### src/rtl/axis_lfsr_gen.sv
// AXI4-Stream pseudo-random beat generator driven by a Galois or Fibonacci LFSR.
// Each beat advances the LFSR by DATA_WIDTH steps. Output is registered. Runtime reseeding is supported. tlast is optional.
module axis_lfsr_gen #(
  parameter int                    DATA_WIDTH = 8,
  parameter int                    LFSR_WIDTH = 8,
  parameter logic [LFSR_WIDTH-1:0] TAPS       = 8'hB8,
  parameter logic [LFSR_WIDTH-1:0] SEED       = 8'h2D,
  parameter int                    GALOIS     = 1,
  parameter int                    PACKET_LEN = 0
) (
  input  logic                  clk,
  input  logic                  reset,
  input  logic                  enable,
  input  logic                  seed_load,
  input  logic [LFSR_WIDTH-1:0] seed_data,
  output logic                  seed_ready,
  output logic [DATA_WIDTH-1:0] out_tdata,
  output logic                  out_tvalid,
  input  logic                  out_tready,
  output logic                  out_tlast
);

  localparam int CNT_W = (PACKET_LEN > 1) ? $clog2(PACKET_LEN) : 1;
  localparam logic [CNT_W-1:0] CNT_LAST = (PACKET_LEN > 0) ? CNT_W'(PACKET_LEN - 1) : '0;

  if (SEED == '0 || TAPS == '0 || DATA_WIDTH < 1 || LFSR_WIDTH < 2) begin : g_bad_params
    $error("axis_lfsr_gen: SEED and TAPS must be nonzero, DATA_WIDTH >= 1, LFSR_WIDTH >= 2");
  end

  typedef enum logic {
    IDLE  = 1'b0,
    VALID = 1'b1
  } state_t;

  state_t                  fsm;
  logic [LFSR_WIDTH-1:0]   lfsr;
  logic [CNT_W-1:0]        beat_cnt;

  logic [LFSR_WIDTH-1:0]   walk;
  logic                    fb;
  logic [DATA_WIDTH-1:0]   step_data;
  logic [LFSR_WIDTH-1:0]   step_state;
  logic [LFSR_WIDTH-1:0]   seed_value;

  logic stall;
  logic load;

  assign stall      = (fsm == VALID) && !out_tready;
  assign seed_ready = !stall;
  assign load       = !stall && enable && !seed_load;
  assign seed_value = (seed_data == '0) ? SEED : seed_data;

  // Unroll DATA_WIDTH LFSR steps. Bit i of the beat is the output bit of step i.
  always_comb begin
    walk      = lfsr;
    fb        = 1'b0;
    step_data = '0;
    for (int i = 0; i < DATA_WIDTH; i++) begin
      step_data[i] = walk[0];
      if (GALOIS != 0) begin
        walk = (walk >> 1) ^ (walk[0] ? TAPS : '0);
      end else begin
        fb   = ^(walk & TAPS);
        walk = {fb, walk[LFSR_WIDTH-1:1]};
      end
    end
    step_state = (walk == '0) ? SEED : walk;
  end

  always_ff @(posedge clk) begin
    if (reset) begin
      fsm        <= IDLE;
      lfsr       <= SEED;
      beat_cnt   <= '0;
      out_tvalid <= 1'b0;
      out_tdata  <= '0;
      out_tlast  <= 1'b0;
    end else if (!stall) begin
      if (load) begin
        fsm        <= VALID;
        out_tvalid <= 1'b1;
        out_tdata  <= step_data;
        lfsr       <= step_state;
        out_tlast  <= (PACKET_LEN != 0) && (beat_cnt == CNT_LAST);
        if (PACKET_LEN != 0) begin
          beat_cnt <= (beat_cnt == CNT_LAST) ? '0 : beat_cnt + CNT_W'(1);
        end
      end else begin
        // A reseed or a disabled cycle loads no beat. Any beat that completes its handshake this cycle still leaves normally.
        if (seed_load) begin
          lfsr     <= seed_value;
          beat_cnt <= '0;
        end
        fsm        <= IDLE;
        out_tvalid <= 1'b0;
      end
    end
  end

endmodule

### config.mk
export PLATFORM = sky130hd
export DESIGN_NAME = axis_lfsr_gen
export DESIGN_NICKNAME = d
export VERILOG_FILES = /design/src/rtl/axis_lfsr_gen.sv
export SDC_FILE = /design/constraint.sdc
export NUM_CORES = 1
export LEC_CHECK = 0
export BUFFER_PORTS_ARGS = -buffer_cell sky130_fd_sc_hd__clkbuf_2
export CORE_MARGIN = 1.5
export CORE_UTILIZATION = 59
export CTS_BUF_LIST = sky130_fd_sc_hd__clkbuf_4 sky130_fd_sc_hd__clkbuf_8
export CTS_CLUSTER_SIZE = 20
export DETAILED_ROUTE_END_ITERATION = 10
export GPL_TIMING_DRIVEN = 0
export PLACE_DENSITY = 0.84
export SYNTH_ARGS = -nofsm -noshare
export SYNTH_HDL_FRONTEND = slang
export SYNTH_SLANG_ARGS = --single-unit
### constraint.sdc
create_clock -name clk -period 5.9 [get_ports clk]
set_clock_uncertainty 0.1 [all_clocks]
set_input_delay 0.59 -clock clk [delete_from_list [all_inputs] [get_ports clk]]
set_output_delay 0.59 -clock clk [all_outputs]
set_load 0.01 [all_outputs]
After elaboration in Yosys (flattened, before gate mapping)
Cells that the tools add are included.
W data, S select, Z words.
{"block": "totals", "reg_bits": 17, "in_bits": 13, "wordCells": 36, "output_inout_bits": 11}
{"block": "op_classes", "reduce_logical": 11, "n_bitwise": 9, "muxes": 13}
{"operator": "$mux W8", "n": 12}
{"operator": "$xor A7 B8 Y8", "n": 8}
{"operator": "$logic_not A8 Y1", "n": 2}
{"operator": "$reduce_and A2 Y1", "n": 2}
{"operator": "$logic_and A1 B1 Y1", "n": 3}
{"operator": "$logic_not A1 Y1", "n": 3}
{"operator": "$reduce_bool A2 Y1", "n": 1}
{"operator": "$mux W1", "n": 1}
{"operator": "$not A1 Y1", "n": 1}

Depth between registers and ports, before layout
Gate-level depths: netlist of run 1.
{"block": "depth", "word_depth": 19, "depth_mapped": 6}

Worst setup path after synthesis of run 1
OpenSTA, ideal clock, no wires.
{"block": "synth_path", "path_type": "register to register", "from": "reg lfsr[3]", "to": "reg lfsr[0]", "t_arrival_ns": 1.800, "path_stages_with_launch": 7, "path_buffers": 1, "setup_time_ns": 0.075, "slack_ns": 3.925, "required_ns": 5.725, "path_cell_list": "dfxtp_1 -> buf_6 -> xor3_2 -> xnor3_2 -> nand2_1 -> or4_4 -> a22oi_2"}
{"block": "synth_via", "elab_chain_len": 13}
{"item": "from (decl)", "line_no": "36", "source": "logic [LFSR_WIDTH-1:0] lfsr;"}
{"item": "from (signal assigned)", "line_no": "83", "source": "lfsr <= step_state;"}
{"item": "from (signal assigned)", "line_no": "91", "source": "lfsr <= seed_value;"}
{"item": "$xor A7 B8 Y8 (*) (3 in series)", "line_no": "61", "source": "walk = (walk >> 1) ^ (walk[0] ? TAPS : '0);"}
{"item": "$mux W8 (*)", "line_no": "61"}
{"item": "$xor A7 B8 Y8 (*) (4 in series)", "line_no": "61"}
{"item": "$mux W8", "line_no": "61"}
{"item": "$xor A7 B8 Y8 (*)", "line_no": "61"}
{"item": "$logic_not A8 Y1", "line_no": "67", "source": "step_state = (walk == '0) ? SEED : walk;"}
{"item": "$mux W8 (*)", "line_no": "67"}
{"item": "$mux W8 (*)", "line_no": "79", "source": "if (load) begin"}
Every way passes the cells marked *; elsewhere a longest branch is shown, timed or not.
A chain may end at the register's enable or synchronous reset.

Worst setup path after layout of run 1
{"block": "layout_path", "from": "reg lfsr[3]", "to": "reg lfsr[5]"}
Same word-level chain as after synthesis.

==> results.toml, run 1 <==
[clock_tree]
post-cts-setup-buffer-count = 0
clockRootBuffer = "clkbuf_4"
htreeDepth = 1
clkLatencyLatePin_ps = 300
postCtsHoldBufs = 0
cts_buffers = 3
cts_resized = 0
cts_tree = "yes"
path_clk_slew_ps = 100
cts_buffer_depth = 2
cts.sinks = 17

[synthesis]
synth_top_flop_cell = "dfxtp_1"
ys_top_cells_by_count = "nand2_1 (19), dfxtp_1 (17), a21oi_1 (13)"
ys_warn_count = 0
synth_compound_area_share_pct = 20.12
synthDistinctLibCells = 37
syn_inst = 127
synth_nets = 140
synth-xor-area-share_pct = 18.59
netlist.area_leader.share_pct = 32.00
synth_edf_count = 0
syn-cell-area_mm2 = 0.001064
synthSimpleGateAreaFrac_pct = 18.71
synth_async_sr_flop_share_pct = 0
synth_area_leaders = "dfxtp_1 (32%), xnor2_1 (9.1%), nand2_1 (6.7%)"
synth_fa_ha_area_share_pct = 0
yosysMostFrequentCell = "nand2_1"
muxShareOfSynthArea_pct = 0.9412
synth_top_family_by_area = "compound AO/OA/AOI/OAI gates"
ys_seq_elements = 17
post_synth.cell_area_avg_um2 = 8.374
yosysTopAreaCell = "dfxtp_1"
seq_area_frac_synth_pct = 32.00

[sta]
drv_slew = 0
fmax_mhz = 470.8
slew_headroom_pct = 57.18
layout_min_cycle_time_ps = 2124
setup_viol = 0
timing.final.crit_share_pct = 36.00
hold_violations = 0
tightestPinTransition_ps = 635.6
setup_tns_ps = 0
rsz0062_at_grt = "false"
setup_ws_ps = 3776

[power_and_ir_drop]
swShare_pct = 36.09
ir_worst_vdd_uv = 180.9
pwr-share-seq_pct = 36.7
clkPwrFrac_pct = 17.7
finalPower_mw = 0.3633
combPwrFrac_pct = 45.6
p_leak_nw = 0.5110
p_int_mw = 0.2322
p_switching_mw = 0.1311
power.density_mw_per_mm2 = 296.0

[finish]
drive_gt1_share_pct = 25.66
syn2layout_area_growth_pct = 15.41
final_cell_area_mm2 = 0.001227
antenna_cells = 0
nets = 166
fin_util_pct = 71.87

[floorplanning]
core_mm2 = 0.001708
die-width_um = 45.46
initial_core_util_pct = 62.27
io_pins = 24
row_count = 15
dieHeight_um = 45.46
die_area_mm2 = 0.002066

[flow_run]
max_cap_violations = 0

[routing]
via_per_inst = 5.780
wire_per_inst_um = 13.70
drtIter0Drc = 39
drc = 0
detail_route.wirelength_um = 2425
postRouteAntennaNets = 0
drt_first_pass_iters = 4
vias = 1023

[global_routing]
grt_pass1_vias = 918
grt_max_degree = 11
grt_pass1_wl_um = 3870
grt.overflow.total = 0
antenna_found_initial = 0
track_usage_pct = 26.52

[run_status]
status = "finished, final reports clean"

[place]
dpl_cell_area_mm2 = 0.001200
place_ws_ps = 3813
io_buffer_count = 21
place_congestion = 0.8733
dp_hpwl_um = 1748

[setup_path]
end_kind = "flip-flop"
start_kind = "flip-flop"
cp_data_required_time_ps = 6030
crit_fanout = 7
crit_type = "flip-flop to flip-flop"
arrival_ps = 2260

[hold_path]
hold_class = "flip-flop to flip-flop"
## sequential cells by signal (all words and copies together), names as in the netlist
register / count
lfsr: 8
out_tdata: 8
out_tvalid: 1
## worst paths after layout
path,startpoint,end,slack (ps),cells past startpoint
min,out_tdata[7],out_tdata[7],370,2
max,lfsr[3],lfsr[5],3780,6
max reg2reg,lfsr[3],lfsr[5],3780,6
min reg2reg,out_tdata[7],out_tdata[7],370,2
## per-stage QoR
stage	cells	hold WS, ps
global placement	173	343.5
CTS	177	367.6
detailed placement	173	351.9
floorplan	127	380.5
global route	177	392.4
finish	177	365.1
## final cells by class
type | count | area, µm²
buffer | 13 | 91.34
clock buffer | 3 | 22.52
clock inverter | 1 | 5.005
fill | 130 | 480.5
inverter | 2 | 7.507
multi-input combinational | 95 | 624.3
sequential | 17 | 340.3
tap | 25 | 31.28
timing repair buffer | 21 | 105.1
## routing by layer
| metal | up-vias | part of all wire [%] | GRT usage, % |
|---|---|---|---|
| li1 | 485 | - | - |
| met5 | - | 0 | 0 |
| met3 | 9 | 5.2 | 3.968 |
| met2 | 32 | 51 | 45.92 |
| met4 | 0 | 2.9 | 16.47 |
| met1 | 497 | 41 | 30.10 |
## cell families (layout without fill, tap and decap cells)
| family | count (synthesis) | in the layout |
|---|---|---|
| xor gates and xnor gates | 19 | 19 |
| AOI/OAI and AO/OA | 33 | 33 |
| DFF | 17 | 17 |
| and+or+nand+nor | 41 | 41 |
| muxes | 1 | 1 |
| buffers and inverters | 15 | 40 |
| other | 1 | 1 |
## power groups by stage
stage | Combinational (mW) | Sequential (mW) | Clock [mW]
final | 0.166 | 0.133 | 0.0642
after detailed placement | 0.161 | 0.136 | 0
after global routing | 0.177 | 0.135 | 0.0678
after CTS | 0.163 | 0.133 | 0.0637
after global placement | 0.155 | 0.135 | 0
after floorplan | 0.127 | 0.138 | 0
## critical path, stage by stage (launching register included)
cell and delay, ps:
dfxtp_1 340, buf_6 130, xor3_2 470, xnor3_2 340, nand2_1 70, or4_4 460
a22oi_2 160
## layout by cell type, fill, tap and decap left out, types with 6 or more instances in the layout
cell type  instances
a21oi_1           13
clkbuf_1           6
clkbuf_2          21
dfxtp_1           17
nand2_1           19
nor2_1             6
o21ai_0            7
xnor2_1           11
xor2_1             6
No activity file was read; power rests on OpenSTA's default activity.
==> inputs of run 2 (changes only) <==
--- a/config.mk
+++ b/config.mk
@@ -7,12 +7,12 @@
 export LEC_CHECK = 0
 export BUFFER_PORTS_ARGS = -buffer_cell sky130_fd_sc_hd__clkbuf_2
 export CORE_MARGIN = 1.5
-export CORE_UTILIZATION = 59
+export CORE_UTILIZATION = 55
 export CTS_BUF_LIST = sky130_fd_sc_hd__clkbuf_4 sky130_fd_sc_hd__clkbuf_8
 export CTS_CLUSTER_SIZE = 20
 export DETAILED_ROUTE_END_ITERATION = 10
 export GPL_TIMING_DRIVEN = 0
-export PLACE_DENSITY = 0.84
+export PLACE_DENSITY = 0.79
 export SYNTH_ARGS = -nofsm -noshare
 export SYNTH_HDL_FRONTEND = slang
 export SYNTH_SLANG_ARGS = --single-unit
==> constraint.sdc (replaced) <==
create_clock -name clk -period 2 [get_ports clk]
set_clock_uncertainty 0.1 [all_clocks]
set_input_delay 0.2 -clock clk [delete_from_list [all_inputs] [get_ports clk]]
set_output_delay 0.2 -clock clk [all_outputs]
set_load 0.01 [all_outputs]
==> results.toml, run 2 (synthesized netlist as in run 1, its figures left out) <==
[run_status]
status = "finished, final reports clean"

[routing]
via_per_inst = 5.413
drc = 0
wl_met1_um = 990
drt_first_pass_iters = 4
postRouteAntennaNets = 0
drtIter0Drc = 16
vias = 969
detail_route.wirelength_um = 2322
wl_met2_um = 1128
wire_per_inst_um = 12.97
highest_layer = "met4"
met3WireLength_um = 161

[sta]
tightestPinTransition_ps = 595.5
timing.final.crit_share_pct = 98.50
rsz0062_at_grt = "true"
hold_violations = 0
layout_min_cycle_time_ps = 1970
slew_headroom_pct = 59.88
fin_hold_ws_ps = 79.64
drv_slew = 0
setup_tns_ps = 0
fmax_mhz = 507.6
setup_viol = 0

[global_routing]
track_usage_pct = 24.76
grt_max_degree = 11
antenna_found_initial = 0
grt_pass1_wl_um = 3781
grt_pass1_vias = 888
grt.overflow.total = 0

[power_and_ir_drop]
p_switching_mw = 0.3936
swShare_pct = 35.92
combPwrFrac_pct = 44.6
p_leak_nw = 0.5360
clkPwrFrac_pct = 17.7
pwr-share-seq_pct = 37.7
power.density_mw_per_mm2 = 842.9
finalPower_mw = 1.096
p_int_mw = 0.7022
ir_worst_vdd_uv = 606.8

[clock_tree]
cts_buffers = 3
cts_buffer_depth = 2
cts.sinks = 17
path_clk_slew_ps = 100
clkLatencyLatePin_ps = 310
htreeDepth = 1
clockRootBuffer = "clkbuf_4"
cts_tree = "yes"

[setup_path]
arrival_ps = 2100
crit_type = "flip-flop to flip-flop"
crit_fanout = 3
r2r-end = "lfsr[5]"
end_kind = "flip-flop"
r2r-start = "lfsr[3]"
rrSetupSlack_ps = 30
start_kind = "flip-flop"
reg2reg_depth = 6
cp_data_required_time_ps = 2130

[finish]
drive_gt1_share_pct = 33.77
final_cell_area_mm2 = 0.001300
syn2layout_area_growth_pct = 22.24
final_cell_mix = "clkbuf_2 (21), nand2_1 (19), dfxtp_1 (14)"
mostFrequentLayoutCell = "clkbuf_2"
largestRegisters = "lfsr (8), out_tdata (8), out_tvalid (1)"
antenna_cells = 0
nets = 168

[place]
place_congestion = 0.8597
dp_hpwl_um = 1683
dpl_cell_area_mm2 = 0.001200
io_buffer_count = 21

[floorplanning]
row_count = 15
die_area_mm2 = 0.002207
dieHeight_um = 46.98
io_pins = 24
core_mm2 = 0.001764
initial_core_util_pct = 60.28
die-width_um = 46.98

[hold_path]
min_path_cells = 3
hold_class = "input port to flip-flop"
hp-start = "enable"
holdPathEnd = "out_tvalid"

[flow_run]
max_cap_violations = 0
## run 2: what timing repair did
action,CTS,global route
hold buffers,0,0
endpoints found under the setup margin,3,4
gates resized for setup,5,9
setup buffers,3,1
pin swaps,3,2
## run 2: per-stage QoR
stage / util (%) / instances / setup WS, ps
after floorplan: - / 127 / 25.06
after global placement: 68.01 / 173 / -59.89
after detailed placement: 68.01 / 173 / -84.39
after CTS: 71.49 / 179 / -2.284
after global routing: 73.69 / 179 / -33.93
final: 73.69 / 179 / 30.01
## run 2: power by group through the flow
| stage | registers [mW] | logic [mW] | clock network [mW] |
|---|---|---|---|
| after floorplan | 0.407 | 0.375 | 0 |
| after global placement | 0.400 | 0.459 | 0 |
| after detailed placement | 0.401 | 0.472 | 0 |
| after CTS | 0.403 | 0.481 | 0.192 |
| after global routing | 0.420 | 0.537 | 0.206 |
| final | 0.413 | 0.489 | 0.193 |
## run 2: layout make-up
class                           count  area (µm²)
Multi-Input combinational cell     95       678.2
Fill cell                         152       464.2
Sequential cell                    17       344.1
Timing Repair Buffer               25       135.1
Buffer                             11       76.32
Tap cell                           25       31.28
Clock buffer                        3       22.52
Inverter                            2       7.507
Clock inverter                      1       5.005
## run 2: worst max path at each step
stage / startpoint / to / slack (ps)
final: lfsr[3] / lfsr[5] / 30
after global routing: lfsr[0] / lfsr[5] / -30
after CTS: lfsr[2] / lfsr[5] / -2
after detailed placement: lfsr[3] / lfsr[5] / -80
after global placement: lfsr[3] / lfsr[5] / -60
after floorplan: lfsr[3] / lfsr[0] / 30
## run 2: metal layers
layer	global-route usage (%)	vias up
met2	42.19	37
met3	5.769	5
met4	12.22	0
met1	29.04	440
met5	0	-
li1	-	487
## run 2: worst max-delay path: stages (launching register included)
cell     delay (ps)
dfxtp_1         330
buf_6            90
xor3_2          420
xnor3_2         260
nand2_1          70
or4_4           460
a22oi_2         160
==> inputs of run 3 (changes only) <==
==> config.mk (replaced) <==
export PLATFORM = sky130hd
export DESIGN_NAME = axis_lfsr_gen
export DESIGN_NICKNAME = d
export VERILOG_FILES = /design/src/rtl/axis_lfsr_gen.sv
export SDC_FILE = /design/constraint.sdc
export NUM_CORES = 1
export LEC_CHECK = 0
export BUFFER_PORTS_ARGS = -buffer_cell sky130_fd_sc_hd__buf_2
export CORE_MARGIN = 1.5
export CORE_UTILIZATION = 55
export CTS_BUF_LIST = sky130_fd_sc_hd__clkbuf_4 sky130_fd_sc_hd__clkbuf_8
export CTS_CLUSTER_SIZE = 20
export DETAILED_ROUTE_END_ITERATION = 10
export GPL_TIMING_DRIVEN = 0
export PLACE_DENSITY = 0.87
export SYNTH_ARGS = -nofsm -noshare
export SYNTH_HDL_FRONTEND = slang
export SYNTH_SLANG_ARGS = --single-unit
==> results.toml, run 3 (synthesized netlist as in run 1, its figures left out) <==
[run_status]
status = "finished, violations left"
violations = "setup timing"

[finish]
nets = 171
mostFrequentLayoutCell = "buf_2"
fin_util_pct = 73.62
final_cell_mix = "buf_2 (22), nand2_1 (18), dfxtp_1 (14)"
largestRegisters = "lfsr (8), out_tdata (8), out_tvalid (1)"
drive_gt1_share_pct = 33.12
syn2layout_area_growth_pct = 22.12
fin_cells = 182
antenna_cells = 0

[sta]
slew_headroom_pct = 61.72
setup_ws_ps = -30.18
hold_violations = 0
tightestPinTransition_ps = 568.2
timing.final.crit_share_pct = 101.5
fmax_mhz = 492.6
setup_tns_ps = -70.53
drv_slew = 0
layout_min_cycle_time_ps = 2030
fin_hold_ws_ps = 94.39
setup_viol = 3
rsz0062_at_grt = "true"

[clock_tree]
clkLatencyLatePin_ps = 290
path_clk_slew_ps = 110
cts.sinks = 17
cts_tree = "yes"
cts_buffers = 3
htreeDepth = 1
clockRootBuffer = "clkbuf_4"
cts_buffer_depth = 2

[place]
placed_cells = 173
io_buffer_count = 21
dp_hpwl_um = 1687
place_congestion = 0.8843

[floorplanning]
io_pins = 24
initial_core_util_pct = 60.28
dieHeight_um = 46.98
die-width_um = 46.98
row_count = 15
die_area_mm2 = 0.002207
core_mm2 = 0.001764

[routing]
drc = 0
wire_per_inst_um = 13.52
vias = 1013
postRouteAntennaNets = 0
drtIter0Drc = 32
detail_route.wirelength_um = 2460
via_per_inst = 5.566
drt_first_pass_iters = 4

[global_routing]
grt_pass1_wl_um = 4002
grt_pass1_vias = 922
track_usage_pct = 25.73
grt_max_degree = 11
antenna_found_initial = 0
grt.overflow.total = 0

[power_and_ir_drop]
p_leak_nw = 0.5443
power.density_mw_per_mm2 = 883.1
ir_worst_vdd_uv = 601.8
finalPower_mw = 1.147

[hold_path]
hold_class = "input port to flip-flop"
min_path_cells = 3
holdPathEnd = "out_tvalid"
hp-start = "enable"

[setup_path]
rrSetupSlack_ps = -30
crit_chain = "buf_6 > xor3_2 > xnor3_2 > nand2_2 > or4_4 > a22oi_2"
cp_data_required_time_ps = 2120
r2r-start = "lfsr[3]"
end_kind = "flip-flop"
crit_fanout = 3
cp_slowest_cell = "or4_4"
slowest_delay_ps = 580
crit_type = "flip-flop to flip-flop"
r2r-end = "lfsr[2]"
arrival_ps = 2150
start_kind = "flip-flop"
reg2reg_depth = 6

[flow_run]
max_cap_violations = 0
==> run 3: changes by cell type in the layout (fill, tap and decap cells not counted), sizes merged <==
cell | previous run | this run
buf | 9 | 33
clkbuf | 30 | 9
==> run 3: report_power, final <==
group | switching (mW) | internal [mW] | leakage (nW)
registers | 0.0285 | 0.377 | 0.140
logic | 0.266 | 0.286 | 0.387
clock network | 0.115 | 0.0744 | 0.0177
total | 0.409 | 0.738 | 0.544
==> run 3: layer usage <==
metal  vias to the layer above  GRT usage (%)  wire (µm)
li1                        492              -          -
met1                       467          30.33        975
met4                         0          7.222         25
met2                        50          47.40       1275
met3                         4          4.615        183
met5                         -              0          0
==> run 3: worst max path at each step <==
stage	end	slack [ps]	depth (start not counted)	from
after floorplan	lfsr[0]	30	6	lfsr[3]
after global placement	lfsr[5]	-50	6	lfsr[3]
after detailed placement	lfsr[5]	-80	6	lfsr[3]
after CTS	lfsr[5]	-20	6	lfsr[2]
after global routing	lfsr[5]	-90	6	lfsr[3]
final	lfsr[2]	-30	6	lfsr[3]
==> run 3: cell type report <==
class                           count  area [µm²]
Buffer                             12       83.83
Fill cell                         141       465.4
Clock inverter                      1       5.005
Clock buffer                        3       22.52
Timing Repair Buffer               27       150.1
Sequential cell                    17       344.1
Multi-Input combinational cell     95       654.4
Inverter                            2       7.507
Tap cell                           25       31.28
==> run 3: repair_timing <==
action,CTS,global route
hold buffers,0,0
pin swaps,5,4
gates resized for setup,5,4
buffers inserted,3,3
endpoints found under the setup margin,3,3
==> run 3: critical path, delay by kind of cell (launching register included) <==
family | cells | cell delay, ps
buffers and inverters | 1 | 80
flip-flops | 1 | 330
AND/OR/NAND/NOR | 2 | 630
AO/OA/AOI/OAI | 1 | 140
XOR/XNOR | 2 | 670
==> run 3: stage by stage <==
stage	worst slack, ps	instance area [µm²]
final	-30.18	1299
after global routing	-92.84	1299
after CTS	-16.00	1257
after detailed placement	-78.04	1200
after global placement	-46.02	1200
after floorplan	25.06	1064
